[src/rtl/skinny_sbox_pkg.sv]
// Shared constants, FSM encoding and tag-pipe entry type for the Skinny-64
// masked S-box layer controller.
package skinny_sbox_pkg;

  localparam int SBOX_LATENCY = 9;
  localparam int SBOX_NIBBLES = 16;
  localparam int SBOX_RND_W   = 21;
  localparam int SBOX_TAG_W   = 4;

  typedef enum logic [1:0] {
    IDLE  = 2'd0,
    ISSUE = 2'd1,
    DRAIN = 2'd2,
    DONE  = 2'd3
  } sbox_state_e;

  typedef struct packed {
    logic                  valid;
    logic [SBOX_TAG_W-1:0] tag;
  } tag_ent_t;

endpackage

[src/rtl/skinny_sbox_layer_ctrl_if.sv]
// Link between the layer controller (master) and the attached masked S-box
// pipeline (slave).
interface skinny_sbox_layer_ctrl_if;
  import skinny_sbox_pkg::*;

  // Handshake: there is no valid/ready pair. The pipeline accepts one share pair
  // every cycle and returns its result exactly LATENCY cycles later; the master
  // alone knows which slots carry real work (a zero pair marks a bubble).
  logic [3:0]            sbox_s0_o;
  logic [3:0]            sbox_s1_o;
  logic [SBOX_RND_W-1:0] sbox_fresh_o;
  logic [3:0]            sbox_s0_i;
  logic [3:0]            sbox_s1_i;

  modport master (
    output sbox_s0_o, sbox_s1_o, sbox_fresh_o,
    input  sbox_s0_i, sbox_s1_i
  );

  modport slave (
    input  sbox_s0_o, sbox_s1_o, sbox_fresh_o,
    output sbox_s0_i, sbox_s1_i
  );

endinterface

[src/rtl/skinny_sbox_tag_pipe.sv]
// LATENCY-deep shift register of {valid, tag} that shadows the S-box pipeline,
// so each returning result can be steered back to its nibble.
module skinny_sbox_tag_pipe
  import skinny_sbox_pkg::*;
#(
  parameter int LATENCY = SBOX_LATENCY
) (
  input  logic                  clk,
  input  logic                  rst_n,
  input  logic                  push_i,
  input  logic [SBOX_TAG_W-1:0] tag_i,
  output logic                  valid_o,
  output logic [SBOX_TAG_W-1:0] tag_o,
  output logic                  any_valid_o
);

  tag_ent_t pipe_q [LATENCY];
  tag_ent_t pipe_d [LATENCY];

  always_comb begin
    any_valid_o = 1'b0;
    pipe_d[0]   = {push_i, tag_i};
    for (int i = 1; i < LATENCY; i++) begin
      pipe_d[i] = pipe_q[i-1];
    end
    for (int i = 0; i < LATENCY; i++) begin
      any_valid_o = any_valid_o | pipe_q[i].valid;
    end
  end

  always_ff @(posedge clk) begin
    if (!rst_n) begin
      for (int i = 0; i < LATENCY; i++) begin
        pipe_q[i] <= '0;
      end
    end else begin
      for (int i = 0; i < LATENCY; i++) begin
        pipe_q[i] <= pipe_d[i];
      end
    end
  end

  assign valid_o = pipe_q[LATENCY-1].valid;
  assign tag_o   = pipe_q[LATENCY-1].tag;

endmodule

[src/rtl/skinny_sbox_layer_ctrl.sv]
// Feeds the nibbles of a two-share Skinny-64 state through one masked S-box
// pipeline and reassembles the result. Define SKINNY_SBOX_CTRL_ERR_EN to add rnd_err_o.
module skinny_sbox_layer_ctrl
  import skinny_sbox_pkg::*;
#(
  parameter int LATENCY = SBOX_LATENCY,
  parameter int NIBBLES = SBOX_NIBBLES
) (
  input  logic                   clk,
  input  logic                   rst_n,
  input  logic                   start_i,
  input  logic [4*NIBBLES-1:0]   state_s0_i,
  input  logic [4*NIBBLES-1:0]   state_s1_i,
  input  logic [SBOX_RND_W-1:0]  rnd_i,
  input  logic                   rnd_valid_i,
  skinny_sbox_layer_ctrl_if.master sbox,
  output logic                   busy_o,
  output logic                   done_o,
  output logic [4*NIBBLES-1:0]   res_s0_o,
  output logic [4*NIBBLES-1:0]   res_s1_o,
  output sbox_state_e            state_dbg_o
`ifdef SKINNY_SBOX_CTRL_ERR_EN
  ,
  output logic                   rnd_err_o
`endif
);

  localparam int W = 4 * NIBBLES;
  localparam logic [SBOX_TAG_W-1:0] LAST_IDX = SBOX_TAG_W'(NIBBLES - 1);

  sbox_state_e           state_q, state_d;
  logic [SBOX_TAG_W-1:0] idx_q, idx_d;
  logic [W-1:0]          st_s0_q, st_s0_d;
  logic [W-1:0]          st_s1_q, st_s1_d;
  logic [W-1:0]          res_s0_q, res_s0_d;
  logic [W-1:0]          res_s1_q, res_s1_d;

  logic                  issue;
  logic                  wb_valid;
  logic [SBOX_TAG_W-1:0] wb_tag;
  logic                  any_valid;

  skinny_sbox_tag_pipe #(
    .LATENCY (LATENCY)
  ) u_tag_pipe (
    .clk         (clk),
    .rst_n       (rst_n),
    .push_i      (issue),
    .tag_i       (idx_q),
    .valid_o     (wb_valid),
    .tag_o       (wb_tag),
    .any_valid_o (any_valid)
  );

  // DRAIN exits on an empty tag pipe: every token was issued before DRAIN,
  // so an empty pipe means every nibble has been written back.
  always_comb begin
    state_d = state_q;
    issue   = 1'b0;
    busy_o  = (state_q != IDLE);
    done_o  = (state_q == DONE);
    case (state_q)
      IDLE:    if (start_i) state_d = ISSUE;
      ISSUE: begin
        if (rnd_valid_i) begin
          issue = 1'b1;
          if (idx_q == LAST_IDX) state_d = DRAIN;
        end
      end
      DRAIN:   if (!any_valid) state_d = DONE;
      DONE:    state_d = IDLE;
      default: state_d = IDLE;
    endcase
  end

  always_comb begin
    idx_d    = idx_q;
    st_s0_d  = st_s0_q;
    st_s1_d  = st_s1_q;
    res_s0_d = res_s0_q;
    res_s1_d = res_s1_q;
    if (state_q == IDLE && start_i) begin
      st_s0_d = state_s0_i;
      st_s1_d = state_s1_i;
      idx_d   = '0;
    end
    if (issue) idx_d = idx_q + SBOX_TAG_W'(1);
    if (wb_valid) begin
      res_s0_d[{wb_tag, 2'b00} +: 4] = sbox.sbox_s0_i;
      res_s1_d[{wb_tag, 2'b00} +: 4] = sbox.sbox_s1_i;
    end
  end

  always_ff @(posedge clk) begin
    if (!rst_n) begin
      state_q  <= IDLE;
      idx_q    <= '0;
      st_s0_q  <= '0;
      st_s1_q  <= '0;
      res_s0_q <= '0;
      res_s1_q <= '0;
    end else begin
      state_q  <= state_d;
      idx_q    <= idx_d;
      st_s0_q  <= st_s0_d;
      st_s1_q  <= st_s1_d;
      res_s0_q <= res_s0_d;
      res_s1_q <= res_s1_d;
    end
  end

  // Each share gets its own mux; bubbles drive a zero pair.
  assign sbox.sbox_s0_o    = issue  ? st_s0_q[{idx_q, 2'b00} +: 4] : 4'h0;
  assign sbox.sbox_s1_o    = issue  ? st_s1_q[{idx_q, 2'b00} +: 4] : 4'h0;
  assign sbox.sbox_fresh_o = busy_o ? rnd_i : '0;

  assign res_s0_o    = res_s0_q;
  assign res_s1_o    = res_s1_q;
  assign state_dbg_o = state_q;

`ifdef SKINNY_SBOX_CTRL_ERR_EN
  // Stale randomness reaching gadgets that still hold live tokens.
  logic err_q, err_d;

  assign err_d = err_q | (!rnd_valid_i && any_valid);

  always_ff @(posedge clk) begin
    if (!rst_n) err_q <= 1'b0;
    else        err_q <= err_d;
  end

  assign rnd_err_o = err_q;
`endif

endmodule

[src/flat_wrapper.sv]
// flat-port wrapper written by rule: the top's interface ports become plain ports
module skinny_sbox_layer_ctrl_flat import skinny_sbox_pkg::*;
#(
  parameter int LATENCY = SBOX_LATENCY,
  parameter int NIBBLES = SBOX_NIBBLES
)
  (clk, rst_n, start_i, state_s0_i, state_s1_i, rnd_i, rnd_valid_i, busy_o, done_o, res_s0_o, res_s1_o, state_dbg_o, sbox_sbox_s0_o, sbox_sbox_s1_o, sbox_sbox_fresh_o, sbox_sbox_s0_i, sbox_sbox_s1_i);
  skinny_sbox_layer_ctrl_if sbox_i ();
  input  logic clk;
  input  logic rst_n;
  input  logic start_i;
  input  logic [4*NIBBLES-1:0] state_s0_i;
  input  logic [4*NIBBLES-1:0] state_s1_i;
  input  logic [SBOX_RND_W-1:0] rnd_i;
  input  logic rnd_valid_i;
  output logic busy_o;
  output logic done_o;
  output logic [4*NIBBLES-1:0] res_s0_o;
  output logic [4*NIBBLES-1:0] res_s1_o;
  output sbox_state_e state_dbg_o;
  output wire logic [$bits(sbox_i.sbox_s0_o)-1:0] sbox_sbox_s0_o;
  output wire logic [$bits(sbox_i.sbox_s1_o)-1:0] sbox_sbox_s1_o;
  output wire logic [$bits(sbox_i.sbox_fresh_o)-1:0] sbox_sbox_fresh_o;
  input wire logic [$bits(sbox_i.sbox_s0_i)-1:0] sbox_sbox_s0_i;
  input wire logic [$bits(sbox_i.sbox_s1_i)-1:0] sbox_sbox_s1_i;
  assign sbox_sbox_s0_o = sbox_i.sbox_s0_o;
  assign sbox_sbox_s1_o = sbox_i.sbox_s1_o;
  assign sbox_sbox_fresh_o = sbox_i.sbox_fresh_o;
  assign sbox_i.sbox_s0_i = sbox_sbox_s0_i;
  assign sbox_i.sbox_s1_i = sbox_sbox_s1_i;
  skinny_sbox_layer_ctrl #(.LATENCY(LATENCY), .NIBBLES(NIBBLES)) u_core (.clk(clk), .rst_n(rst_n), .start_i(start_i), .state_s0_i(state_s0_i), .state_s1_i(state_s1_i), .rnd_i(rnd_i), .rnd_valid_i(rnd_valid_i), .sbox(sbox_i), .busy_o(busy_o), .done_o(done_o), .res_s0_o(res_s0_o), .res_s1_o(res_s1_o), .state_dbg_o(state_dbg_o));
endmodule
[config.mk]
export PLATFORM = sky130hd
export DESIGN_NAME = skinny_sbox_layer_ctrl_flat
export DESIGN_NICKNAME = d
export VERILOG_FILES = /design/src/rtl/skinny_sbox_pkg.sv /design/src/rtl/skinny_sbox_layer_ctrl_if.sv /design/src/rtl/skinny_sbox_tag_pipe.sv /design/src/rtl/skinny_sbox_layer_ctrl.sv /design/src/flat_wrapper.sv
export SDC_FILE = /design/constraint.sdc
export NUM_CORES = 1
export LEC_CHECK = 0
export CORE_MARGIN = 1
export CORE_UTILIZATION = 54
export CTS_BUF_LIST = sky130_fd_sc_hd__clkbuf_4
export CTS_CLUSTER_DIAMETER = 60
export DETAILED_ROUTE_END_ITERATION = 8
export PLACE_DENSITY_LB_ADDON = 0.2
export SETUP_SLACK_MARGIN = 0.1
export SYNTH_ARGS = -nofsm -noshare
export SYNTH_HDL_FRONTEND = slang
export SYNTH_SLANG_ARGS = --single-unit
[constraint.sdc]
create_clock -name clk -period 6.35 [get_ports clk]
set_input_delay 1.27 -clock clk [delete_from_list [all_inputs] [get_ports clk]]
set_output_delay 1.27 -clock clk [all_outputs]
set_load 0.01 [all_outputs]
---- Word-level counts from Yosys, hierarchy flattened ----
Memories as Yosys holds them, arrays and structs flattened.
Cells that the tools add are included.
storage, ports and cells
  bits of input ports ..................... 161
  logic and storage cells ................. 69
  RAM bits ................................ 45
  memories ................................ 1
  flip-flop bits (word level) ............. 262
  output and inout bits ................... 161
memories
  memory                    depth  bits a word  read ports  clocked after memory_dff  write ports  RTL line                    source
  u_core.u_tag_pipe.pipe_q  9      5            9           0                         9            skinny_sbox_tag_pipe.sv:17  tag_ent_t pipe_q [LATENCY];
operators by class
  equality and inequality tests ........... 8
  add/subtract/negate cells ............... 2
  bitwise gates (word level) .............. 17
  multiplexer cells ....................... 25
  reductions and logical operators ........ 5
  shift operators ......................... 5
operators by type and width
  operator                                               number
  bitwise mux 64 bit                                     2
  variable part select 4 x 8 -> 64 bit                   2
  variable part select 64 x 7 -> 4 bit                   2
  variable shift 4 x 8 -> 64 bit (first input constant)  1
  2-to-1 mux 5 bit                                       9
  2-to-1 mux 21 bit                                      1
  bitwise OR 1 bit                                       17
  2-to-1 mux 4 bit                                       4
  2-to-1 mux 2 bit                                       4
  negation 6 -> 8 bit                                    1
  case mux 2 bit (4 select lines)                        1
  != test 2 bit (second input constant)                  3
  adder 4 x 1 -> 4 bit (second input constant)           1
  == test 2 bit (second input constant)                  2
  == test 4 bit (second input constant)                  1
  2-to-1 mux 1 bit                                       4
  AND reduction 4 bit                                    1
  nonzero test 2 bit                                     2
  == test 2 x 1 -> 1 bit (second input constant)         1
  zero test 2 bit                                        1
  != test 2 x 1 -> 1 bit (second input constant)         1
  logical AND 1 bit                                      1

---- Depth between registers and ports, before layout ----
Gate-level depths: netlist (run 1).
  depth in word-level cells ............... 10
  depth in mapped cells ................... 9
  mapped depth without buffers ............ 6

---- Hierarchy ----
From an unflattened synthesis (run 1), not the netlist that was laid out.
unflattened totals
  cells, all modules ...................... 1379
  area, all modules ....................... 12722.2 µm²
by module, submodules not included
  module                  times used  sequential area each (µm²)  cells an instance  area an instance (µm²)
  skinny_sbox_layer_ctrl  1           5245.0                      1281               11457.2
  skinny_sbox_tag_pipe    1           900.9                       98                 1265.0

---- Least setup slack after synthesis (run 1) ----
OpenSTA, ideal clock, no wires.
  path type ............................... input -> output
  start ................................... input port rnd_valid_i
  end ..................................... output port sbox_sbox_s0_o[0]
  setup slack ............................. 2863 ps
  data arrival time ....................... 2217 ps
  data required time ...................... 5080 ps
  cell stages on the path ................. 5
  cells stage by stage .................... nand2_1 -> nor2_1 -> clkbuf_1 -> a22oi_1 -> o211ai_1
between the ends
  longest elaborated chain between the ends .. 3
ends and longest elaborated chain
  item              RTL line                       source
  from (decl)       flat_wrapper.sv:15             input logic rnd_valid_i;
  2-to-1 mux 1 bit  skinny_sbox_layer_ctrl.sv:65   if (rnd_valid_i) begin
  2-to-1 mux 1 bit  skinny_sbox_layer_ctrl.sv:62   case (state_q)
  2-to-1 mux 4 bit  skinny_sbox_layer_ctrl.sv:113  assign sbox.sbox_s0_o = issue ? st_s0_q[{idx_q, 2'b00} +: 4] : 4'h0;
  to (decl)         flat_wrapper.sv:21             output wire logic [$bits(sbox_i.sbox_s0_o)-1:0] sbox_sbox_s0_o;
Every way passes these cells.

---- Final worst setup path (run 1) ----
Same ends and word-level chain as after synthesis.

==> metrics.md, run 1 <==
| Metric | Value |
|---|---|
| Post-route non-filler standard cell count | 2,023 |
| Clock Tree Root | clkbuf_4 |
| Share of cells above drive strength 1 | 9.82% |
| Initial antenna violation count | 1 |
| Synth Area per Inst | 8.82 um^2 |
| Number of flops mapped to enable cells by yosys | 0 |
| Iteration-0 DRC Markers | 762 |
| Remaining DRCs | 0 |
| CTS tree | yes |
| H-Tree Depth | 3 |
| Leakage | 6.00 nW |
| Dpl cells | 1,889 |
| Initial core utilization | 55.9% |
| GP Congestion | 0.909 |
| Synthesis-to-layout area growth | 33.6% |
| Setup ws final | 1.31 ns |
| Per-cell routed wire length | 16.8 um |
| DR pass1 iterations | 5 |
| Max Freq | 198 MHz |
| Period utilisation layout | 79.4% |
| Count of clock tree sinks | 307 |
| Port bufs | 321 |
| RSZ-0062 raised after global routing | no |
| Synth warn | 0 |
| Mapped Cells | 1,400 |
| Slew Viols, Final | 0 |
| GRT overflow | 0 |
| Final ANT Viol Nets | 0 |
| First-pass GRT wire length | 53,900 um |
| Syn Nets | 1,569 |
| Post-CTS Repair Setup Buffers | 0 |
| CP endpoint kind | primary output |
| Synthesized cell area | 0.0124 mm^2 |
| DIE AREA | 0.0235 mm^2 |
| Worst slew pin tran | 1.31 ns |
| Worst vdd ir | 0.000178 V |
| Num CTS Buffers | 77 |
| Worst Hold Class | flop to flop |
| Clk slew on worst S/H paths | 0.05 ns |
| Synthesized flop and latch total | 307 |
| Largest net degree at the start of global routing | 107 |
| Vias in the first global route | 10,500 |
| Worst Path Max Fanout | 13 |
| Hold slack final | 0.419 ns |
| CTS Hold Bufs | 0 |
| CP Class | input port to primary output |
| Setup TNS Final | 0 ns |
| Register area share after synthesis | 49.8% |
| Tot GR Track Use | 28.5% |
| Status | finished clean |
| Nets@finish | 1,857 |
| Tot Pwr | 4.90 mW |
| Fin. Hold Viols | 0 |
| Max Cap Violations | 0 |
| Setup-failing EPs final | 0 |
| Unique masters post-synth | 51 |
| Predominant post-synthesis flop cell | dfxtp_1 |
| DR vias | 11,300 |
| Chip height | 153 um |
| Crit path required time | 5.08 ns |
| Fraction of registers with async set/reset | 0% |
| Rel. slew slack | 11.9% |
| CTS Buffer Depth | 3 |
| Number of vias per cell | 5.57 |
| Commonest non-fill, non-tap cell in the layout | clkdlybuf4s50_1 |
| Placement Setup Slack | 1.33 ns |
| Worst skew pair latency | 0.68 ns |
| Startpoint Class | input port |
| FP Rows | 54 |
| Crit path time final | 5.04 ns |
| Skew final | 0.0346 ns |
| CP arrival | 3.77 ns |
| CTS resizes | 0 |
| Die width | 153 um |
| Reg-to-reg setup timing slack | 2.90 ns |
| I/O pin count | 322 |
| Most frequent cells in the layout | clkdlybuf4s50_1 (320), dfxtp_1 (305), nand2_1 (299) |
| Filler cell count | 1,623 |
| Final wirelength | 34,100 um |
| Pwr dens | 297 mW/mm^2 |
| Core Footprint | 0.0221 mm^2 |
| Post-DP HPWL | 22,800 um |
==> synthesized netlist by cell type, types with 2 or more instances <==
master	n	share of area, %
mux4_2	21	3.8
a32oi_1	3	0.21
nand4_1	24	1.2
a211oi_1	3	0.18
nand2b_1	4	0.20
nand2_1	300	9.1
o211ai_1	8	0.49
nor2_1	60	1.8
a22oi_1	11	0.67
nand3b_1	3	0.18
o21ai_0	41	1.7
a211oi_4	2	0.32
mux2i_1	85	6.9
nor4_1	4	0.20
dfxtp_1	307	50
buf_2	10	0.41
and3_1	13	0.66
and2_0	2	0.10
nand3_1	48	1.9
mux2_2	5	0.46
a32o_1	3	0.24
o31ai_1	26	1.6
clkinv_1	2	0.061
and2_1	51	2.6
inv_1	8	0.24
ha_1	8	0.81
nor2b_1	28	1.4
a21oi_1	189	7.7
buf_1	2	0.061
clkbuf_1	103	3.1
buf_4	5	0.30
a21oi_2	2	0.14
==> sequential cells by signal, indices dropped and copies added, names as in the netlist <==
name and cells:
u_core.st_s0_q 64, u_core.state_dbg_o 2, u_core.res_s1_o 64, u_core.res_s0_o 64, u_core.idx_q 4, u_core.u_tag_pipe.pipe_q 45
u_core.st_s1_q 64
==> metal layers <==
layer | up-vias | share of wire, % | global-route usage [%]
met3 | 91 | 8.1 | 6.18
met1 | 5246 | 40 | 35.6
met5 | - | 0 | 0
met2 | 523 | 48 | 46.8
met4 | 0 | 3.5 | 13.9
li1 | 5414 | - | -
==> report_power, final <==
part | total [mW] | internal [mW] | switching, mW
clock network | 1.67 | 0.893 | 0.776
registers | 2.23 | 2.10 | 0.126
logic | 1.01 | 0.453 | 0.554
total | 4.90 | 3.45 | 1.46
==> final timing paths <==
kind | start | end | cells after the start
setup / recovery | rnd_valid_i | sbox_sbox_s0_o[0] | 6
hold / removal | u_core.u_tag_pipe.pipe_q[0][30] | u_core.u_tag_pipe.pipe_q[0][35] | 1
setup reg to reg | u_core.u_tag_pipe.pipe_q[0][40] | u_core.res_s1_o[11] | 5
hold reg to reg | u_core.u_tag_pipe.pipe_q[0][30] | u_core.u_tag_pipe.pipe_q[0][35] | 1
==> area by class of cell <==
type / count / area (um^2) / share of cell area [%]
Antenna cell: 2 / 5.00 / 0.0303
Sequential cell: 307 / 6150 / 37.3
Inverter: 10 / 42.5 / 0.258
Clock inverter: 19 / 126 / 0.766
Timing Repair Buffer: 330 / 3280 / 19.8
Tap cell: 280 / 350 / 2.12
Clock buffer: 113 / 848 / 5.14
Multi-Input combinational cell: 962 / 5710 / 34.6
==> worst max-delay path, cell delays in order <==
cell             delay [ns]
clkdlybuf4s50_1        0.56
nand2_1                0.18
nor2_1                 0.69
a22oi_1                0.20
o211ai_1               0.26
clkdlybuf4s50_1        0.62
==> through the flow <==
stage / util, % / area [um^2]
after floorplan: - / 12400
after global placement: 70.3 / 15500
after detailed placement: 70.3 / 15500
after CTS: 74.7 / 16500
after global routing: 74.7 / 16500
final: 74.7 / 16500
==> kinds of logic after synthesis <==
logic type | Yosys count | synth area share [%]
and+or+nand+nor | 546 | 20.2
DFF | 307 | 49.8
AOI/OAI and AO/OA | 296 | 13.7
buffers and inverters | 131 | 4.29
muxes | 111 | 11.2
adders and majority gates | 8 | 0.810
xor gates and xnor gates | 1 | 0.0709
Note: power is estimated with default switching activity, not from simulation.
==> inputs of run 2 (changes only) <==
CORE_UTILIZATION = 51   (was 54)
clock period = 5.2 ns   (was 6.35 ns; I/O delays follow)
==> run 2 against run 1 <==
Non-clock buffer count increased by 3. Setup slack worse by 0.38 ns. Utilization fell by 4.5 points. Via count decreased by 1.1%. Cell count increased by 2.2%. Clock skew increased by 0.0024 ns. First-iteration DRC count fell by 3.4%. Die area is 5.8% higher. Global-route usage down 1.4 points. Critical endpoint is now sbox_sbox_s0_o[1].
==> metrics.md, run 2 (same netlist as run 1, synthesis figures left out) <==
| Metric | Value |
|---|---|
| Status | finished clean |
| Commonest non-fill, non-tap cell in the layout | clkdlybuf4s50_1 |
| Clock network power share | 33.7% |
| Post-DP HPWL | 22,800 um |
| Clk slew on worst S/H paths | 0.06 ns |
| Hold slack final | 0.414 ns |
| Cell Area, Placed | 0.0156 mm^2 |
| Rel. slew slack | 21.0% |
| Setup TNS Final | 0 ns |
| Remaining DRCs | 0 |
| Worst slew pin tran | 1.17 ns |
| Num CTS Buffers | 78 |
| First-pass GRT wire length | 53,200 um |
| Synthesis-to-layout area growth | 34.2% |
| Crit path required time | 4.16 ns |
| Final wirelength | 33,900 um |
| Period utilisation layout | 82.1% |
| CTS resizes | 0 |
| GP Congestion | 0.856 |
| GRT overflow | 0 |
| Port bufs | 321 |
| Number of vias per cell | 5.40 |
| Crit path cell chain | clkdlybuf4s50_1, and3_1, and2_1, nand2_1, o211ai_1, clkdlybuf4s50_1 |
| Worst Path Max Fanout | 9 |
| Per-cell routed wire length | 16.4 um |
| Initial core utilization | 52.3% |
| Leakage | 6.00 nW |
| Setup-failing EPs final | 0 |
| Worst skew pair latency | 0.67 ns |
| FP Rows | 56 |
| Most frequent cells in the layout | clkdlybuf4s50_1 (320), dfxtp_1 (305), nand2_1 (299) |
| Fin. Hold Viols | 0 |
| CTS Buffer Depth | 3 |
| Chip height | 158 um |
| Crit path time final | 4.27 ns |
| DIE AREA | 0.0248 mm^2 |
| Pint | 4.20 mW |
| CP max-delay cell | clkdlybuf4s50_1 |
| Core Footprint | 0.0236 mm^2 |
| Flop pwr share | 45.6% |
| I/O pin count | 322 |
| Filler cell count | 1,911 |
| Iteration-0 DRC Markers | 736 |
| Share of cells above drive strength 1 | 9.86% |
| CP Class | input port to primary output |
| Net Sw Frac | 29.6% |
| CP arrival | 3.23 ns |
| Startpoint Class | input port |
| CP endpoint kind | primary output |
| Worst Hold Class | flop to flop |
| Die width | 158 um |
| Vias in the first global route | 10,500 |
| DR vias | 11,200 |
| Initial antenna violation count | 3 |
| CTS Hold Bufs | 0 |
| Final ANT Viol Nets | 0 |
| Largest net degree at the start of global routing | 103 |
| Post-CTS Repair Setup Buffers | 0 |
| Tot GR Track Use | 27.1% |
| Largest stage delay on the critical path | 0.61 ns |
| Slew Viols, Final | 0 |
| Max Cap Violations | 0 |
| Comb power frac | 20.7% |
| Pwr dens | 360 mW/mm^2 |
| Worst path most repeated cell | clkdlybuf4s50_1 |
| CTS tree | yes |
| H-Tree Depth | 3 |
| Clock Tree Root | clkbuf_4 |
| P_sw | 1.77 mW |
| Max Freq | 234 MHz |
| DR pass1 iterations | 5 |
| Worst vdd ir | 0.000237 V |
| Nets@finish | 1,861 |
| Finished Cell Area | 0.0166 mm^2 |
| Skew final | 0.0370 ns |
| Count of clock tree sinks | 307 |
| RSZ-0062 raised after global routing | no |
==> run 2: cell types whose count changed in the layout (fill, tap and decap cells not counted) <==
cell and change:
buf_4 +3, diode_2 +1, clkinv_2 -1, clkbuf_4 -3
clkinv_1 +3, clkinvlp_4 +2
==> run 2: metal layers <==
layer	GRT usage [%]	part of all wire, %	routed length (um)
met2	45.1	48	16300
met5	0	0	0
met3	5.89	8.3	2830
met4	10.9	2.5	831
met1	34.1	41	13900
==> run 2: stage by stage <==
step / worst slack (ns) / utilization, % / total power, mW / cells
6_report: 0.929 / 70.2 / 5.96 / 2067
4_1_cts: 0.880 / 70.2 / 6.02 / 2064
3_5_place_dp: 0.938 / 66.1 / 4.00 / 1931
3_3_place_gp: 0.947 / 66.1 / 3.97 / 1931
2_1_floorplan: 2.17 / - / 3.52 / 1400
5_1_grt: 0.674 / 70.2 / 6.29 / 2066
==> run 2: cell type report <==
cell class / instances / area, um^2 / share of cell area, %
flip-flops and latches: 307 / 6150 / 37.1
inverters: 10 / 42.5 / 0.257
well taps: 319 / 399 / 2.41
diodes: 3 / 7.51 / 0.0453
multi-input cells: 962 / 5710 / 34.4
repair buffers: 333 / 3300 / 19.9
clock buffers: 110 / 826 / 4.98
clock inverters: 23 / 148 / 0.891
==> run 2: worst paths after layout <==
path	from	to	slack [ns]	cells past startpoint
max	rnd_valid_i	sbox_sbox_s0_o[1]	0.93	6
min	u_core.u_tag_pipe.pipe_q[0][12]	u_core.u_tag_pipe.pipe_q[0][17]	0.41	1
max reg2reg	u_core.u_tag_pipe.pipe_q[0][40]	u_core.res_s1_o[11]	1.82	5
min reg2reg	u_core.u_tag_pipe.pipe_q[0][12]	u_core.u_tag_pipe.pipe_q[0][17]	0.41	1
==> run 2: power by group through the flow <==
stage | sequential, mW | combinational (mW) | clock [mW]
3_5_place_dp | 2.77 | 1.23 | 0
6_report | 2.72 | 1.23 | 2.01
3_3_place_gp | 2.76 | 1.21 | 0
2_1_floorplan | 2.69 | 0.821 | 0
5_1_grt | 2.75 | 1.36 | 2.19
4_1_cts | 2.72 | 1.24 | 2.06
==> run 2: worst max-delay path, delay by kind of cell <==
family | cells | cell delay [ns]
buffers and inverters | 2 | 1.17
AOI/OAI and AO/OA | 1 | 0.17
and+or+nand+nor | 3 | 0.84
